===== src/rtl/mpu_hm_pkg.sv =====
// rtl/mpu_hm_pkg.sv - shared types and constants for the MPU host-memory bridge
package mpu_hm_pkg;

  // Read sequencer states
  typedef enum logic [1:0] {
    ST_IDLE,
    ST_RD_LO,
    ST_RD_HI,
    ST_RESP
  } hm_state_e;

  // Host bus word width and the wait-counter width
  localparam int HM_WORD_W = 32;
  localparam int HM_CNT_W  = 16;

  // Data returned with a failed read
  localparam logic [63:0] HM_ERR_DATA = 64'hFFFF_FFFF_FFFF_FFFF;

endpackage


===== src/rtl/mpu_hm_timer.sv =====
// rtl/mpu_hm_timer.sv - saturating wait counter with timeout compare
module mpu_hm_timer
  import mpu_hm_pkg::*;
(
  input  logic                clk,
  input  logic                rst_n,
  input  logic                clear,
  input  logic                en,
  input  logic [HM_CNT_W-1:0] timeout,
  output logic                expired
);

  logic [HM_CNT_W-1:0] count;
  logic [HM_CNT_W:0]   count_inc;

  assign count_inc = {1'b0, count} + {{HM_CNT_W{1'b0}}, 1'b1};

  // Fires in the cycle whose increment makes the count reach the limit,
  // so the owner can drop its request on the very next edge
  assign expired = en && !clear && (count_inc >= {1'b0, timeout});

  // Clear has priority; the count sticks at all ones instead of wrapping
  always_ff @(posedge clk or negedge rst_n) begin
    if (!rst_n) begin
      count <= '0;
    end else if (clear) begin
      count <= '0;
    end else if (en && (count != {HM_CNT_W{1'b1}})) begin
      count <= count_inc[HM_CNT_W-1:0];
    end
  end

endmodule


===== src/rtl/mpu_hm_bridge.sv =====
// rtl/mpu_hm_bridge.sv - 64-bit MPU read request to two 32-bit host bus reads
module mpu_hm_bridge
  import mpu_hm_pkg::*;
#(
  parameter int ADDR_W  = 32,
  parameter int TIMEOUT = 255
) (
  input  logic                 sys_clk,
  input  logic                 sys_rst,
  input  logic [63:0]          hm_addr,
  input  logic                 hm_start,
  output logic [63:0]          hm_data,
  output logic                 hm_en,
  output logic                 hm_err,
  output logic                 busy,
  output logic [ADDR_W-1:0]    mem_addr,
  output logic                 mem_req,
  input  logic                 mem_ack,
  input  logic [HM_WORD_W-1:0] mem_data,
  input  logic                 mem_err
);

  hm_state_e            state;
  logic [HM_WORD_W-1:0] lo_word;
  logic [63:0]          hi_mask;
  logic [ADDR_W-1:0]    base_addr;
  logic                 addr_oor;
  logic                 accept;
  logic                 tmr_clear;
  logic                 tmr_en;
  logic                 tmr_expired;

  // Address bits above the implemented width must be zero
  assign hi_mask   = ~((64'd1 << ADDR_W) - 64'd1);
  assign addr_oor  = |(hm_addr & hi_mask);
  assign base_addr = {hm_addr[ADDR_W-1:3], 3'b000};

  // A request is taken in IDLE and also in RESP for back-to-back reads
  assign accept    = hm_start && ((state == ST_IDLE) || (state == ST_RESP));

  // Restart the wait count whenever a new bus word request begins
  assign tmr_clear = (accept && !addr_oor) ||
                     ((state == ST_RD_LO) && mem_ack && !mem_err);
  assign tmr_en    = mem_req && !mem_ack;

  mpu_hm_timer u_timer (
    .clk     (sys_clk),
    .rst_n   (sys_rst),
    .clear   (tmr_clear),
    .en      (tmr_en),
    .timeout (HM_CNT_W'(TIMEOUT)),
    .expired (tmr_expired)
  );

  // Read sequencer; every output is a register updated here
  always_ff @(posedge sys_clk or negedge sys_rst) begin
    if (!sys_rst) begin
      state    <= ST_IDLE;
      lo_word  <= '0;
      hm_data  <= '0;
      hm_en    <= 1'b0;
      hm_err   <= 1'b0;
      busy     <= 1'b0;
      mem_req  <= 1'b0;
      mem_addr <= '0;
    end else begin
      hm_en <= 1'b0;
      case (state)
        ST_IDLE, ST_RESP: begin
          mem_req <= 1'b0;
          busy    <= hm_start;
          state   <= ST_IDLE;
          if (hm_start) begin
            if (addr_oor) begin
              state   <= ST_RESP;
              hm_en   <= 1'b1;
              hm_err  <= 1'b1;
              hm_data <= HM_ERR_DATA;
            end else begin
              state    <= ST_RD_LO;
              mem_req  <= 1'b1;
              mem_addr <= base_addr;
            end
          end
        end
        ST_RD_LO: begin
          if ((mem_ack && mem_err) || (!mem_ack && tmr_expired)) begin
            mem_req <= 1'b0;
            state   <= ST_RESP;
            hm_en   <= 1'b1;
            hm_err  <= 1'b1;
            hm_data <= HM_ERR_DATA;
          end else if (mem_ack) begin
            lo_word  <= mem_data;
            mem_addr <= mem_addr + ADDR_W'(4);
            state    <= ST_RD_HI;
          end
        end
        ST_RD_HI: begin
          if ((mem_ack && mem_err) || (!mem_ack && tmr_expired)) begin
            mem_req <= 1'b0;
            state   <= ST_RESP;
            hm_en   <= 1'b1;
            hm_err  <= 1'b1;
            hm_data <= HM_ERR_DATA;
          end else if (mem_ack) begin
            mem_req <= 1'b0;
            state   <= ST_RESP;
            hm_en   <= 1'b1;
            hm_err  <= 1'b0;
            hm_data <= {mem_data, lo_word};
          end
        end
        default: begin
          state   <= ST_IDLE;
          mem_req <= 1'b0;
          busy    <= 1'b0;
        end
      endcase
    end
  end

endmodule


===== config.mk =====
export PLATFORM = sky130hd
export DESIGN_NAME = mpu_hm_bridge
export DESIGN_NICKNAME = d
export VERILOG_FILES = /design/src/rtl/mpu_hm_pkg.sv /design/src/rtl/mpu_hm_timer.sv /design/src/rtl/mpu_hm_bridge.sv
export SDC_FILE = /design/constraint.sdc
export NUM_CORES = 1
export LEC_CHECK = 0
export ABC_CLOCK_PERIOD_IN_PS = 2900
export CAP_MARGIN = 20
export CORE_ASPECT_RATIO = 0.5
export CORE_MARGIN = 2
export CORE_UTILIZATION = 49
export DETAILED_ROUTE_END_ITERATION = 8
export MAX_ROUTING_LAYER = met4
export PLACE_DENSITY = 0.9
export REMOVE_ABC_BUFFERS = 1
export SYNTH_ARGS = -nofsm -noshare
export SYNTH_HDL_FRONTEND = slang
export SYNTH_SLANG_ARGS = --single-unit

===== constraint.sdc =====
create_clock -name sys_clk -period 2.9 [get_ports sys_clk]
set_input_delay 0.58 -clock sys_clk [delete_from_list [all_inputs] [get_ports sys_clk]]
set_output_delay 0.58 -clock sys_clk [all_outputs]
set_load 0.02 [all_outputs]

==> impl_summary.log <==
INFO  metric outcome = finished clean
INFO  metric cp_num_buf_inv = 1
INFO  metric maximum_number_of_pins_on_one_net_before_global_route_repair = 61
INFO  metric rr_endpoint = hm_data[10]
INFO  metric flow.area_growth_from_synthesis = 39.4%
INFO  metric place_hpwl = 14100 µm
INFO  metric wl_per_cell = 18.4 µm
INFO  metric chipHeight = 90.2 µm
INFO  metric grt_util_all_layers = 27.9%
INFO  metric cts_made_buffers = 17
INFO  metric synth_ff_type = sky130_fd_sc_hd__dfrtp_1
INFO  metric slowest_delay = 470 ps
INFO  metric layout.core_utilization = 70.0%
INFO  metric p_total = 11.3 mW
INFO  metric clock_latency = 410 ps
INFO  metric timing.final.crit_period = 2660 ps
INFO  metric count_of_routing_violations_after_the_opening_detailed_route_iteration = 597
INFO  metric cts.reportedPaths.clkPinSlew = 70 ps
INFO  metric avgSynthCellArea = 9.52 µm²
INFO  metric vdd_ir_drop_max = 0.000525 V
INFO  metric register_area = 3700 µm²
INFO  metric placedInstanceArea = 9510 µm²
INFO  metric grt_first_pass_wirelength = 35200 µm
INFO  metric final-instance-count-excl-fill = 1157
INFO  metric cts-htree-levels = 4
INFO  metric critical_path_arrival = 2940 ps
INFO  metric synthArstFlopShare = 100%
INFO  metric setup.reg_to_reg.worst_slack = 240 ps
INFO  metric worstRegToRegCells = 8
INFO  metric rows = 31
INFO  metric post_synth_instance_area = 7280 µm²
INFO  metric synth_largest_type_area_fraction = 50.9%
INFO  metric initial_core_util = 50.2%
INFO  metric total_leakage_power = 3.88 nW
INFO  metric num-fill-cells = 1015
INFO  metric insertedDiodeCount = 0
INFO  metric power-per-cell-area = 1110 nW/µm²
INFO  metric die_w = 176 µm
INFO  metric setup-violations-final = 0
INFO  metric drt_first_pass_iters = 5
INFO  metric cts_tree = yes
INFO  metric synth_enable_flop_cells = 0
INFO  metric antenna_left = 0
INFO  metric place_congestion = 0.869
INFO  metric cpMaxStageDelayCell = sky130_fd_sc_hd__dfrtp_1
INFO  metric worstSetupStartpointType = flop
INFO  metric route.detailed.drc = 0
INFO  metric antenna_found_initial = 0
INFO  metric yosys-top-cells-area = sky130_fd_sc_hd__dfrtp_1 (51%), sky130_fd_sc_hd__o22ai_1 (7.9%), sky130_fd_sc_hd__a21oi_1 (6.7%), sky130_fd_sc_hd__mux2_2 (5.1%), sky130_fd_sc_hd__nor2_1 (5.1%)
INFO  metric pre_cts_ws = 99.4 ps
INFO  metric setup_slack = 236 ps
INFO  metric maxSlewViolCount = 0
INFO  metric final.setup_skew = 12.1 ps
INFO  metric io_pins = 201
INFO  metric routed_wirelength = 21300 µm
INFO  metric timing.max_slew.rel_slack = 50.2%
INFO  metric design.die.area = 15900 µm²
INFO  metric worst_r2r_startpoint = u_timer.count[1]
INFO  metric hp_class = in -> async
INFO  metric detail_route.vias_per_cell = 6.04
INFO  metric cell_breakdown_of_the_critical_path = ha_1 > nand3_1 > nor2_2 > a2bb2oi_1 > nand4_2 > o31ai_4 > buf_12 > a21oi_1
INFO  metric layout-drive-gt1-share = 10.8%
INFO  metric grt_remaining_overflow = 0
INFO  metric yosysUniqueCellTypes = 50
INFO  metric netlist_instances = 765
INFO  metric synth.yosys.seq_area_share = 50.9%
INFO  metric hold_ws = 117 ps
INFO  metric max_fclk = 0.375 GHz
INFO  metric synthDominantAreaCellType = sky130_fd_sc_hd__dfrtp_1
INFO  metric clockRootBuffer = sky130_fd_sc_hd__clkbuf_16
INFO  metric route.vias.total = 6985
INFO  metric fin_nets = 1052
INFO  metric worstPathRequired = 3180 ps
INFO  metric timing.critical_path.fanout_max = 60
INFO  metric post-cts-setup-buffer-count = 0
INFO  metric numPlacedInstances = 1125
INFO  metric final.period_utilization = 91.9%
INFO  metric drv_cap = 0
INFO  metric worst_slew_pin_slew = 745 ps
INFO  metric path_class = reg -> reg
INFO  metric multi_input_area = 3290 µm²
INFO  metric clock_path_buffers = 2
INFO  metric core = 14500 µm²
INFO  metric timing.setup.tns = 0 ps
INFO  metric final_area = 10200 µm²
INFO  metric cts_hold_repair.buffers = 0
INFO  metric yosysWarnings = 0
INFO  metric post_cts_resize_count = 0
INFO  metric synth_seq_cells = 148
INFO  metric grt_pass1_vias = 6959
INFO  metric cp_top_family = compound AO/OA/AOI/OAI gates
INFO  metric numPortBuffers = 195
INFO  metric end_kind = flop
INFO  metric tritoncts_num_sinks = 148
INFO  metric grt_setup_unrepaired = false
INFO  metric hold_viol_final = 0
## placed cells by master, fill, tap and decap left out, types with 6 or more instances in the layout
master,Yosys,routed
sky130_fd_sc_hd__nand4_1,38,38
sky130_fd_sc_hd__nor2_1,98,97
sky130_fd_sc_hd__o22ai_1,92,92
sky130_fd_sc_hd__nor4_1,15,15
sky130_fd_sc_hd__buf_12,0,6
sky130_fd_sc_hd__inv_6,0,6
sky130_fd_sc_hd__a21oi_1,98,98
sky130_fd_sc_hd__o21ai_0,32,31
sky130_fd_sc_hd__buf_4,2,18
sky130_fd_sc_hd__dfrtp_1,148,148
sky130_fd_sc_hd__nand3_1,18,18
sky130_fd_sc_hd__nand2_1,20,20
sky130_fd_sc_hd__clkbuf_16,0,17
sky130_fd_sc_hd__inv_1,16,16
sky130_fd_sc_hd__mux2_2,33,33
sky130_fd_sc_hd__clkdlybuf4s50_1,0,194
sky130_fd_sc_hd__nor3_1,16,16
sky130_fd_sc_hd__xor2_1,12,12
## power by group
group | internal, mW | leakage (nW) | switching (mW)
clock network | 1.47 | 0.310 | 0.948
logic | 2.30 | 1.93 | 2.82
registers | 2.94 | 1.63 | 0.821
total | 6.70 | 3.88 | 4.58
## cell type report
cell class,count,area share (%)
multi-input combinational,544,32.4
timing repair buffer,219,21.8
inverter,16,0.592
clock inverter,15,2.12
tap,198,2.44
clock buffer,17,4.19
sequential,148,36.5
## cells by family after synthesis
family                   share of synthesized area, %
flip-flops                                       50.9
buffers and inverters                            4.45
adder cells (fa/ha/maj)                         0.859
other                                          0.0515
multiplexers                                     5.52
AO/OA/AOI/OAI                                    20.7
AND/OR/NAND/NOR                                  15.7
XOR/XNOR                                         1.92
## synthesized netlist by cell type, types with 4 or more instances
master	count
sky130_fd_sc_hd__a31o_2	4
sky130_fd_sc_hd__dfrtp_1	148
sky130_fd_sc_hd__ha_1	5
sky130_fd_sc_hd__nor2_1	98
sky130_fd_sc_hd__nand2_1	20
sky130_fd_sc_hd__nand3_1	18
sky130_fd_sc_hd__o21a_1	4
sky130_fd_sc_hd__nor4_1	15
sky130_fd_sc_hd__inv_1	16
sky130_fd_sc_hd__xor2_1	12
sky130_fd_sc_hd__o22ai_1	92
sky130_fd_sc_hd__a21oi_1	98
sky130_fd_sc_hd__and3_1	5
sky130_fd_sc_hd__mux2_2	33
sky130_fd_sc_hd__o21ai_0	32
sky130_fd_sc_hd__xnor2_1	4
sky130_fd_sc_hd__nand4_1	38
sky130_fd_sc_hd__nor3_1	16
sky130_fd_sc_hd__buf_2	13
sky130_fd_sc_hd__clkbuf_1	40
sky130_fd_sc_hd__a211oi_1	5
## per-layer routing
metal	up-vias	wire length (µm)	track usage [%]
li1	3231	-	-
met1	3440	8850	36.0
met2	280	10800	45.8
met3	34	1280	4.10
met4	0	367	9.09
met5	-	0	-
## worst max-delay path by stage
stage	from	to	slack (ps)	depth (start not counted)
after floorplan	hm_addr[62]	hm_err	-2460	6
after global placement	hm_addr[62]	mem_addr[16]	180	8
final	u_timer.count[1]	hm_data[10]	240	8
after CTS	u_timer.count[1]	state[1]	140	8
after detailed placement	hm_addr[46]	hm_err	100	8
after global routing	u_timer.count[1]	state[0]	6	8
## flip-flops by register name, indices dropped and copies added, names as in the netlist
name           flops
lo_word           32
mem_addr          30
hm_en              1
hm_err             1
mem_req            1
busy               1
hm_data           64
u_timer.count     16
state              2
Note: power is estimated with default switching activity, not from simulation.
